===== src/rtl/syscall_controller.sv =====
// syscall_controller: drains the pipeline on a decoded SYSCALL, hands funct/param to the host, then releases or halts.
module syscall_controller #(
  parameter int DRAIN_CYCLES = 3,
  parameter int FUNCT_EXIT   = 10,
  parameter int CNT_W        = 16
) (
  input  logic             clock,
  input  logic             reset,
  input  logic             syscall_D,
  input  logic [31:0]      syscall_funct,
  input  logic [31:0]      syscall_param1,
  output logic             stall,
  output logic             flush_E,
  output logic             host_valid,
  output logic [31:0]      host_funct,
  output logic [31:0]      host_param,
  input  logic             host_ready,
  output logic             halted,
  output logic [CNT_W-1:0] syscall_count
);
  localparam int CW = $clog2(DRAIN_CYCLES + 1);
  typedef enum logic [2:0] {IDLE, DRAIN, REQ, RELEASE, HALT} state_t;
  state_t state_q, state_d;
  logic [CW-1:0] cnt_q, cnt_d;
  logic [31:0] funct_q, funct_d, param_q, param_d;
  logic [CNT_W-1:0] count_q, count_d;
  always_comb begin
    state_d = state_q;
    cnt_d = cnt_q;
    funct_d = funct_q;
    param_d = param_q;
    count_d = count_q;
    case (state_q)
      IDLE: if (syscall_D) begin
        state_d = DRAIN;
        cnt_d = CW'(DRAIN_CYCLES);
      end
      DRAIN: begin
        cnt_d = cnt_q - CW'(1);
        // operands sampled on the last drain cycle so late writebacks are seen
        if (cnt_q == CW'(1)) begin
          funct_d = syscall_funct;
          param_d = syscall_param1;
          state_d = REQ;
        end
      end
      REQ: if (host_ready) begin
        count_d = count_q + CNT_W'(1);
        state_d = (funct_q == 32'(FUNCT_EXIT)) ? HALT : RELEASE;
      end
      RELEASE: state_d = IDLE;
      HALT: state_d = HALT;
      default: state_d = IDLE;
    endcase
  end
  always_ff @(posedge clock) begin
    if (reset) begin
      state_q <= IDLE;
      cnt_q <= '0;
      funct_q <= '0;
      param_q <= '0;
      count_q <= '0;
    end else begin
      state_q <= state_d;
      cnt_q <= cnt_d;
      funct_q <= funct_d;
      param_q <= param_d;
      count_q <= count_d;
    end
  end
  assign stall = (state_q == IDLE && syscall_D) || state_q == DRAIN || state_q == REQ || state_q == HALT;
  assign flush_E = stall;
  assign host_valid = state_q == REQ;
  assign halted = state_q == HALT;
  assign host_funct = funct_q;
  assign host_param = param_q;
  assign syscall_count = count_q;
endmodule


===== config.mk =====
export PLATFORM = sky130hd
export DESIGN_NAME = syscall_controller
export DESIGN_NICKNAME = d
export VERILOG_FILES = /design/src/rtl/syscall_controller.sv
export SDC_FILE = /design/constraint.sdc
export NUM_CORES = 1
export LEC_CHECK = 0
export BUFFER_PORTS_ARGS = -buffer_cell sky130_fd_sc_hd__buf_4
export CAP_MARGIN = 20
export CORE_UTILIZATION = 35
export DETAILED_ROUTE_END_ITERATION = 12
export PLACE_DENSITY = 0.66
export SLEW_MARGIN = 10
export SYNTH_ARGS = -nofsm -noshare
export SYNTH_HDL_FRONTEND = slang
export SYNTH_SLANG_ARGS = --single-unit

===== constraint.sdc =====
create_clock -name clock -period 1.9 [get_ports clock]
set_input_delay 0.38 -clock clock [delete_from_list [all_inputs] [get_ports clock]]
set_output_delay 0.38 -clock clock [all_outputs]
set_load 0.02 [all_outputs]

==> summary.txt <==
Outcome
  • Result of the run: finished clean

Floorplanning
  • Die Footprint: 9732 um^2
  • Initial core utilization: 36.77%
  • Die extent in y: 98.65 um
  • Cell Rows: 34
  • Boundary Pins: 152
  • Area inside the core boundary: 8891 um^2
  • Die width: 98.65 um

Routing
  • Final Routed Wirelength: 8899 um
  • Final ANT Viol Nets: 0
  • Residual DRC count: 0
  • Per-cell via count in the routed design: 4.888
  • Number of DRC markers in iteration 0: 167
  • Number of vias in the routed layout: 3329
  • Number of detailed-routing iterations run before antenna repair: 4
  • Routed length per placed instance: 13.07 um

Logic synthesis
  • Total of warnings raised by yosys: 0
  • Cell accounting for the most synthesized area: dfxtp_1
  • Largest cells by area after synthesis: dfxtp_1, nand2_1, a21oi_1
  • Post-synthesis compound-gate area fraction: 13.82%
  • Share of the yosys chip area belonging to registers: 52.05%
  • Net count after synthesis: 483
  • Gate count after technology mapping: 413
  • Top-area cell type share of the netlist area: 52.05%
  • Simple logic cell fraction of the synthesized area: 26.67%
  • Xor and xnor area share after synthesis: 2.679%
  • Avg Synthesized Cell Area: 7.916 um^2
  • Adder-cell area share of the yosys netlist: 0.7654%
  • Number of synthesized register bits: 85
  • Synth cell types: 38
  • Multiplexer fraction of the synthesized cell area: 0.3062%
  • Synthesized cell area: 3269 um^2
  • Combinational family with the most area after synthesis: simple AND/OR/NAND/NOR gates

STA
  • Crit path time final: 1.783 ns
  • Worst clock skew on the final layout: 0.01547 ns
  • Final Max Slew Viols: 0
  • Portion of the clock cycle consumed by the worst path in the final layout: 93.83%
  • Setup TNS Final: 0 ns
  • Number of failing hold endpoints at the final stage: 0
  • Number of endpoints failing setup at the final stage: 0
  • Transition at the pin with the smallest max-transition slack: 0.4418 ns
  • Worst relative slew slack: 70.27%
  • RSZ-0062 raised after global routing: no
  • Max frequency: 560.9 MHz

Clock tree
  • Number of buffers on the longest clock path: 2
  • Number of buffers created by CTS: 9
  • Post-CTS clock slew at the launch and capture registers of the worst setup and hold paths: 0.10 ns
  • Count of clock tree sinks: 85
  • Clock root buffer: clkbuf_8
  • Maximum level of the CTS H-tree: 3
  • Clock latency on the worst-skew pair: 0.35 ns
  • TritonCTS clock tree: done

Finish
  • Post-layout instance area: 4823 um^2
  • Filler Cell Count: 874
  • Share of cells above drive strength 1: 33.68%
  • Number of nets in the layout: 638
  • Synthesis-to-finish area growth: 47.53%
  • Count of inserted antenna diode cells: 0

Global routing
  • Wire length of the first global-routing pass: 14320 um
  • Pin count of the biggest net entering global routing: 42
  • Total global-route track usage: 18.15%
  • Via count of the first global-routing pass: 3079
  • GR met1 Demand/Resource: 22.21%
  • GRT busiest layer: met2
  • Global route total overflow: 0
  • Antenna violations before repair: 0
  • Met2 usage: 30.93%
  • Met3 Use GR: 5.816%

Power and ir drop
  • Sw frac: 29.39%
  • Internal Power: 2951 uW
  • Reg power frac: 47.1%
  • Clock share of power: 31.7%
  • Psw: 1228 uW
  • Leakage power: 0.002010 uW
  • Power density over the cells: 866.4 nW/um^2
  • Worst supply voltage drop on vdd: 0.0004698 V
  • Combinational power share: 21.2%

Worst setup path
  • CP max stage cell: or4_4
  • CP peak stage delay: 0.59 ns
  • R2r startpoint: syscall_count[5]$_SDFFE_PP0P_
  • Startpoint of the worst setup timing path: syscall_count[5]$_SDFFE_PP0P_
  • CP top delay family: simple AND/OR/NAND/NOR gates
  • Startpoint Class: flop
  • Crit Path Class: reg2reg
  • WP data required: 2.18 ns
  • Kind of end point of the critical path: flop
  • Worst endpoint data arrival time: 2.06 ns
  • Largest fanout of any net on the critical path: 5
  • Sequence of cells on the critical path: nand4_1 > or4_4 > or3_1 > a21oi_1
  • Number of buffers and inverters on the critical path: 0

Min path
  • Hold Crit Class: in2reg
  • Worst Hold Launch: syscall_param1[25]

Place
  • GP Congestion: 0.7792
  • Placement Cell Area: 4563 um^2
  • Detailed placement HPWL: 6456 um
  • Buffers on Ports: 151

Job
  • Max-cap violation count: 0
[power groups by stage]
stage / Sequential, uW / Clock, uW / Combinational [uW]
finish: 1970 / 1320 / 886
floorplan: 2120 / 0 / 366
global placement: 2000 / 0 / 846
detailed placement: 2010 / 0 / 858
global route: 1980 / 1450 / 968
CTS: 1970 / 1380 / 864
[cells in the mapped netlist, drive strengths merged]
master	n
dfxtp	85
and3	2
nor3b	1
nor4bb	1
nor2	16
o21ai	7
a21boi	1
a22oi	1
o32a	1
ha	2
or4	3
nand3	7
o22ai	1
a21oi	72
inv	2
nor4b	2
or2	1
o21a	1
or3	3
mux2i	1
a311oi	1
nor3	6
nor4	7
xnor2	5
xor2	5
and4	1
nand4bb	1
a2111oi	1
nand2	141
buf	9
nand4	5
clkbuf	18
nand4b	2
and2	1
[worst register-to-register path, cell delays in order (launching register included)]
cell and delay (ns):
dfxtp_1 0.42, nand4_1 0.21, or4_4 0.59, or3_1 0.36, a21oi_1 0.14
[state kept, by name, summed over array words and instances, names as in the netlist]
signal	count
host_funct	32
host_param	32
syscall_count	16
state_q	3
cnt_q	2
[repair_timing]
action	CTS	global route
hold buffers	0	0
gates resized for setup	3	4
endpoints found under the hold margin	0	0
buffers inserted	0	4
setup endpoints to repair	2	2
[path summary, 6_finish.rpt]
check,end,slack (ns),cells after the start
max,syscall_count[15]$_SDFFE_PP0P_,0.12,4
min,host_param[25]$_SDFFE_PP0P_,0.26,3
max reg2reg,syscall_count[15]$_SDFFE_PP0P_,0.12,4
min reg2reg,host_param[21]$_SDFFE_PP0P_,0.46,2
[stage by stage]
stage	total power (uW)	hold WS, ns	cells	setup slack [ns]	utilization, %
after global routing	4400	0.2404	681	0.01054	54.25
after floorplan	2483	0.4543	413	0.09334	-
after global placement	2850	0.4415	661	0.1494	51.32
after detailed placement	2867	0.4488	661	0.1140	51.32
final	4179	0.2638	681	0.1172	54.25
after CTS	4217	0.2394	677	0.01798	53.76
[area by class of cell]
type                    instances  area, um^2  area share (%)
inverters                       2       7.507          0.1556
flip-flops and latches         85        1702           35.28
multi-input cells             299        1461           30.30
repair buffers                171        1311           27.19
well taps                     108       135.1           2.802
clock inverters                 6       68.82           1.427
clock buffers                  10       137.6           2.853
[logic make-up (layout without fill, tap and decap cells)]
kind of cell,Yosys count,count (layout)
flip-flops,85,85
multiplexers,1,1
buffers and inverters,29,189
AND/OR/NAND/NOR,200,200
adder cells (fa/ha/maj),2,2
AO/OA/AOI/OAI,86,86
XOR/XNOR,10,10
[layout by cell type, fill, tap and decap left out, types with 2 or more instances in the layout]
cell type / instances
a21oi_1: 72
buf_4: 166
buf_6: 4
clkbuf_8: 10
dfxtp_1: 85
ha_1: 2
inv_1: 2
inv_6: 3
nand2_1: 141
nand3_1: 6
nand4_1: 5
nand4b_1: 2
nor2_1: 15
nor3_1: 6
nor4_1: 7
nor4b_1: 2
o21ai_0: 7
or3_1: 3
or4_1: 2
xnor2_1: 5
xor2_1: 5
[routing by layer]
metal	part of all wire, %	vias to the layer above
met1	45	1528
met2	48	100
li1	-	1694
met5	0	-
met4	0.71	0
met3	6.2	7
No activity file was read; power rests on OpenSTA's default activity.
